$ cat src/rtl/mem_access_unit.sv
// Load/store sequencer that sits in front of the data memory. It holds the Rm/Wm strobes for a
// fixed window and hands load results to writeback. Defining MAU_ADDR_CHECK_EN enables dropping of out-of-range requests.
module mem_access_unit #(
  parameter int READ_LAT  = 2,
  parameter int WRITE_CYC = 1
`ifdef MAU_ADDR_CHECK_EN
  , parameter int MEM_DEPTH = 256
`endif
) (
  input  logic       clk,
  input  logic       rst_n,
  input  logic       req_valid,
  output logic       req_ready,
  input  logic       req_we,
  input  logic [7:0] req_addr,
  input  logic [7:0] req_wdata,
  input  logic [2:0] req_rd,
  output logic       Rm,
  output logic       Wm,
  output logic [7:0] address,
  output logic [7:0] RegVal,
  input  logic [7:0] Data_out,
  output logic       wb_valid,
  input  logic       wb_ready,
  output logic [2:0] wb_rd,
  output logic [7:0] wb_data,
  output logic       fault,
  output logic [1:0] dbg_state_o
);

  // Handshakes: a transfer happens on a rising edge where valid & ready are both high. The source
  // must hold its payload until then. req_ready is high only in IDLE. wb_data/wb_rd are stable while wb_valid is high.
  typedef enum logic [1:0] {S_IDLE, S_READ, S_WRITE, S_WB} state_e;

  localparam logic [3:0] READ_LAST  = 4'(READ_LAT - 1);
  localparam logic [3:0] WRITE_LAST = 4'(WRITE_CYC - 1);

  state_e     state_q;
  logic [3:0] cnt_q;
  logic [2:0] rd_q;
  logic       rm_q, wm_q, wb_valid_q, req_ready_q;
  logic [7:0] address_q, regval_q, wb_data_q;
  logic [2:0] wb_rd_q;
  logic       addr_ok;

`ifdef MAU_ADDR_CHECK_EN
  logic fault_q;
  assign addr_ok = ({24'd0, req_addr} < MEM_DEPTH);
  assign fault   = fault_q;
`else
  assign addr_ok = 1'b1;
  assign fault   = 1'b0;
`endif

  always_ff @(posedge clk or negedge rst_n) begin
    if (!rst_n) begin
      state_q     <= S_IDLE;
      cnt_q       <= 4'd0;
      rd_q        <= 3'd0;
      rm_q        <= 1'b0;
      wm_q        <= 1'b0;
      wb_valid_q  <= 1'b0;
      req_ready_q <= 1'b1;
      address_q   <= 8'h00;
      regval_q    <= 8'h00;
      wb_data_q   <= 8'h00;
      wb_rd_q     <= 3'd0;
`ifdef MAU_ADDR_CHECK_EN
      fault_q     <= 1'b0;
`endif
    end else begin
`ifdef MAU_ADDR_CHECK_EN
      fault_q <= 1'b0;
`endif
      case (state_q)
        S_IDLE: begin
          if (req_valid) begin
            address_q <= req_addr;
            regval_q  <= req_wdata;
            rd_q      <= req_rd;
            cnt_q     <= 4'd0;
            // A dropped request stays in IDLE, so the unit remains ready for the next request.
            if (!addr_ok) begin
`ifdef MAU_ADDR_CHECK_EN
              fault_q <= 1'b1;
`endif
            end else if (req_we) begin
              state_q     <= S_WRITE;
              wm_q        <= 1'b1;
              req_ready_q <= 1'b0;
            end else begin
              state_q     <= S_READ;
              rm_q        <= 1'b1;
              req_ready_q <= 1'b0;
            end
          end
        end
        S_READ: begin
          cnt_q <= cnt_q + 4'd1;
          if (cnt_q == READ_LAST) begin
            wb_data_q  <= Data_out;
            wb_rd_q    <= rd_q;
            rm_q       <= 1'b0;
            wb_valid_q <= 1'b1;
            state_q    <= S_WB;
          end
        end
        S_WRITE: begin
          cnt_q <= cnt_q + 4'd1;
          if (cnt_q == WRITE_LAST) begin
            wm_q        <= 1'b0;
            req_ready_q <= 1'b1;
            state_q     <= S_IDLE;
          end
        end
        S_WB: begin
          if (wb_ready) begin
            wb_valid_q  <= 1'b0;
            req_ready_q <= 1'b1;
            state_q     <= S_IDLE;
          end
        end
        default: begin
          state_q     <= S_IDLE;
          rm_q        <= 1'b0;
          wm_q        <= 1'b0;
          wb_valid_q  <= 1'b0;
          req_ready_q <= 1'b1;
        end
      endcase
    end
  end

  assign req_ready   = req_ready_q;
  assign Rm          = rm_q;
  assign Wm          = wm_q;
  assign address     = address_q;
  assign RegVal      = regval_q;
  assign wb_valid    = wb_valid_q;
  assign wb_rd       = wb_rd_q;
  assign wb_data     = wb_data_q;
  assign dbg_state_o = state_q;

endmodule

$ cat config.mk
export PLATFORM = sky130hd
export DESIGN_NAME = mem_access_unit
export DESIGN_NICKNAME = d
export VERILOG_FILES = /design/src/rtl/mem_access_unit.sv
export SDC_FILE = /design/constraint.sdc
export NUM_CORES = 1
export LEC_CHECK = 0
export ABC_AREA = 1
export CAP_MARGIN = 40
export CORE_MARGIN = 2
export CORE_UTILIZATION = 35
export CTS_CLUSTER_DIAMETER = 80
export DETAILED_ROUTE_END_ITERATION = 10
export HOLD_SLACK_MARGIN = 0.12
export PLACE_DENSITY = 0.72
export SYNTH_ARGS = -nofsm -noshare
export SYNTH_HDL_FRONTEND = slang
export SYNTH_SLANG_ARGS = --single-unit
$ cat constraint.sdc
create_clock -name clk -period 1.8 [get_ports clk]
set_input_delay 0.36 -clock clk [delete_from_list [all_inputs] [get_ports clk]]
set_output_delay 0.36 -clock clk [all_outputs]
set_load 0.05 [all_outputs]
==> key figures <==
Status
  • Status: finished clean

Setup path
  • CP max FO: 23
  • Crit path arrival time: 1770 ps
  • Setup CP Type: reg -> reg
  • Critical Path Sink Type: flop
  • Reg2reg end: cnt_q[2]$_DFFE_PN0P_
  • Req. time, crit path: 1980 ps
  • CP Capture Point: cnt_q[2]$_DFFE_PN0P_
  • FF-to-FF setup slack: 210 ps
  • Worst reg2reg startpoint: dbg_state_o[1]$_DFFE_PN0P_
  • Reg2Reg Depth: 7
  • Startpoint types: flop
  • Crit path launch: dbg_state_o[1]$_DFFE_PN0P_

Floorplan
  • Core Region: 0.00504 mm²
  • Boundary Pins: 66
  • Die W: 75.7 µm
  • Die ar.: 0.00572 mm²
  • Die height: 75.7 µm
  • Cell Rows: 26
  • Initial Util: 35.6%

Timing
  • Setup_tns: 0 ps
  • Final Max Tran Viols: 0
  • FMAX: 630 MHz
  • Period utilization: 88.2%
  • Max-slew headroom: 63.6%
  • RSZ-0062 raised after global routing: false
  • Min cycle time layout: 1590 ps
  • Setup-failing EPs final: 0
  • Final Hold Viols: 0
  • Clock skew: 5.09 ps
  • Tightest Pin Transition: 546 ps
  • Post-route worst setup slack: 212 ps

Synthesis
  • Syn Inst Count: 210
  • Fraction of registers with async set/reset: 100%
  • Area share of the leading cell type in the synthesized netlist: 54.3%
  • Syn Area/Cell: 8.56 µm²
  • Yosys reg bits: 40
  • YS warnings: 0
  • Syn_nets: 250
  • Synth Flop Type: dfrtp_1
  • Multiplexer share of the synthesized area: 0%
  • Area leader, netlist: dfrtp_1
  • Synth Area in Simple Gates: 24.2%
  • Main combinational cell family by area after synthesis: simple AND/OR/NAND/NOR gates
  • Netlist area before placement: 0.00180 mm²
  • Count of cell types in the netlist: 22
  • Register area share after synthesis: 55.8%
  • Post-synthesis adder-cell area fraction: 5.57%
  • Compound-cell area share of the yosys netlist: 6.75%
  • Post-Synth XOR/XNOR Area: 0%
  • Synth top area cells: dfrtp_1 (54%), nand2_1 (19%), ha_1 (5.6%), inv_1 (4.8%), o21ai_0 (4.5%)
  • Post-synth EDFFs: 0

Cells and area
  • Synth-to-layout area growth: 43.7%
  • Multi-input logic area: 659 µm²
  • Layout cell share with drive strength beyond 1: 19.0%
  • # nets final: 323
  • FF/Latch Area: 0.00100 mm²
  • Antenna Cells: 0
  • Filler cells: 496

Clocking
  • Root Buffer: clkbuf_8
  • Depth of the CTS H-tree: 2
  • Clk slew on worst S/H paths: 80 ps
  • Clock buffer depth: 2
  • CTS resizes: 0
  • Worst-Skew Late Latency: 290 ps
  • CTS tree: built
  • Clk sinks: 40
  • Number of CTS-inserted buffers: 5

Drt
  • Drt pass-1 iters: 4
  • Routed vias: 1523
  • First DRT Iteration DRCs: 43
  • Drt total wl: 3.59 mm
  • WL/cell: 10.1 µm
  • Post-DRT Antenna Nets: 0
  • DRC Markers: 0
  • Vias/cell: 4.30

Pwr
  • Combinational share of power: 56.3%
  • Seq pwr share: 29.2%
  • Power Internal: 2.75 mW
  • Maximum vdd drop: 1.03 mV
  • Total Power: 5.38 mW
  • Net Switching: 2.64 mW
  • Sw frac: 49.0%
  • Clock share of power: 14.6%
  • Pleak: 1.38 nW
  • PwrDens: 2080 mW/mm²

Global routing
  • Largest net degree at the start of global routing: 26
  • First-pass GRT wire length: 6.07 mm
  • Initial antenna violation count: 0
  • Overflow after GRT: 0
  • Vias in the first global route: 1408
  • Global router's overall resource usage: 14.0%

Placed design
  • Pre-CTS WS: 109 ps
  • Input/output buffers: 64
  • Gpl congestion: 0.919
  • HPWL Detailed: 2.73 mm

Worst hold path
  • Class of the worst hold path: reg -> reg

Flow run
  • MaxCap Viol Count: 0
[per-stage QoR]
step,hold slack [ps],instance area [µm²],instances,utilization [%]
detailed placement,388,2450,345,48.5
global placement,391,2450,345,48.5
CTS,465,2580,354,51.2
floorplan,64.4,1800,210,-
finish,462,2580,354,51.2
global route,497,2580,354,51.2
[what timing repair did]
| action | CTS | global route |
|---|---|---|
| buffers inserted | 0 | 0 |
| hold endpoints to repair | 22 | 0 |
| hold buffers | 1 | 0 |
[cells in the final DEF, fill, tap and decap left out]
master,instances
o21ai_2,1
conb_1,1
nor2_1,3
nand2_1,90
nand3_1,8
nand2_2,1
clkdlybuf4s50_1,30
buf_4,40
o211ai_1,1
a21oi_1,4
ha_1,8
dfstp_2,1
inv_1,23
bufinv_16,1
dlygate4sd3_1,1
buf_2,1
nor2_2,1
nand3b_1,1
nand4_1,4
o21ai_0,16
clkbuf_8,7
o21ai_1,1
dfrtp_1,39
clkinv_2,1
[per-layer routing]
| layer | track usage (%) | part of all wire, % | wire, µm |
|---|---|---|---|
| met1 | 16.8 | 45 | 1610 |
| met2 | 23.6 | 48 | 1730 |
| met3 | 4.37 | 5.6 | 202 |
| met4 | 5.46 | 1.4 | 51 |
| met5 | 0 | 0 | 0 |
[flip-flops by register name (all words and copies together), names as in the netlist, 2 cells and up]
signal,flops
cnt_q,4
address,8
RegVal,8
wb_data,8
wb_rd,3
rd_q,3
dbg_state_o,2
[power groups by stage]
stage | sequential (mW) | combinational [mW] | clock (mW)
final | 1.57 | 3.03 | 0.784
after global placement | 1.58 | 3.02 | 0
after detailed placement | 1.58 | 3.06 | 0
after global routing | 1.62 | 3.29 | 0.845
after CTS | 1.57 | 3.07 | 0.809
after floorplan | 2.79 | 0.926 | 0
[Yosys cell counts (all sizes together) (4+ instances only)]
cell / instances
nand2: 91
a21oi: 4
dfrtp: 39
o21ai: 18
nand3: 8
nor2: 4
ha: 8
inv: 23
buf: 5
nand4: 4
[cell type report]
| cell class | instances | share of cell area [%] |
|---|---|---|
| Sequential cell | 40 | 38.8 |
| Timing Repair Buffer | 72 | 23.8 |
| Multi-Input combinational cell | 140 | 25.5 |
| Clock buffer | 7 | 3.73 |
| Tap cell | 70 | 3.39 |
| Clock inverter | 1 | 1.16 |
| Inverter | 24 | 3.54 |
[worst min-delay path by stage]
stage                          start                     to  slack, ps  cells after the start
6_report       req_ready$_DFFE_PN1P_  req_ready$_DFFE_PN1P_        460                      2
5_1_grt               Wm$_DFFE_PN0P_         Wm$_DFFE_PN0P_        500                      2
4_1_cts        req_ready$_DFFE_PN1P_  req_ready$_DFFE_PN1P_        460                      2
3_5_place_dp                   rst_n   wb_valid$_DFFE_PN0P_        390                      1
3_3_place_gp                   rst_n   wb_valid$_DFFE_PN0P_        390                      1
2_1_floorplan                  rst_n  RegVal[0]$_DFFE_PN0P_         60                      0
[logic make-up (layout without fill, tap and decap cells)]
kind of cell	after synthesis	count (layout)
and+or+nand+nor	108	108
adders and majority gates	8	8
DFF	40	40
AOI/OAI and AO/OA	23	23
other	1	1
buffers and inverters	30	104
[worst max-delay path, cell delays in order (launching register included)]
cell and delay, ps:
dfrtp_1 380, inv_1 110, ha_1 300, nand2_2 190, clkinv_2 260, nand2_1 110
nand2_1 80, nor2_1 40
Power figures use the tool's default switching activity.
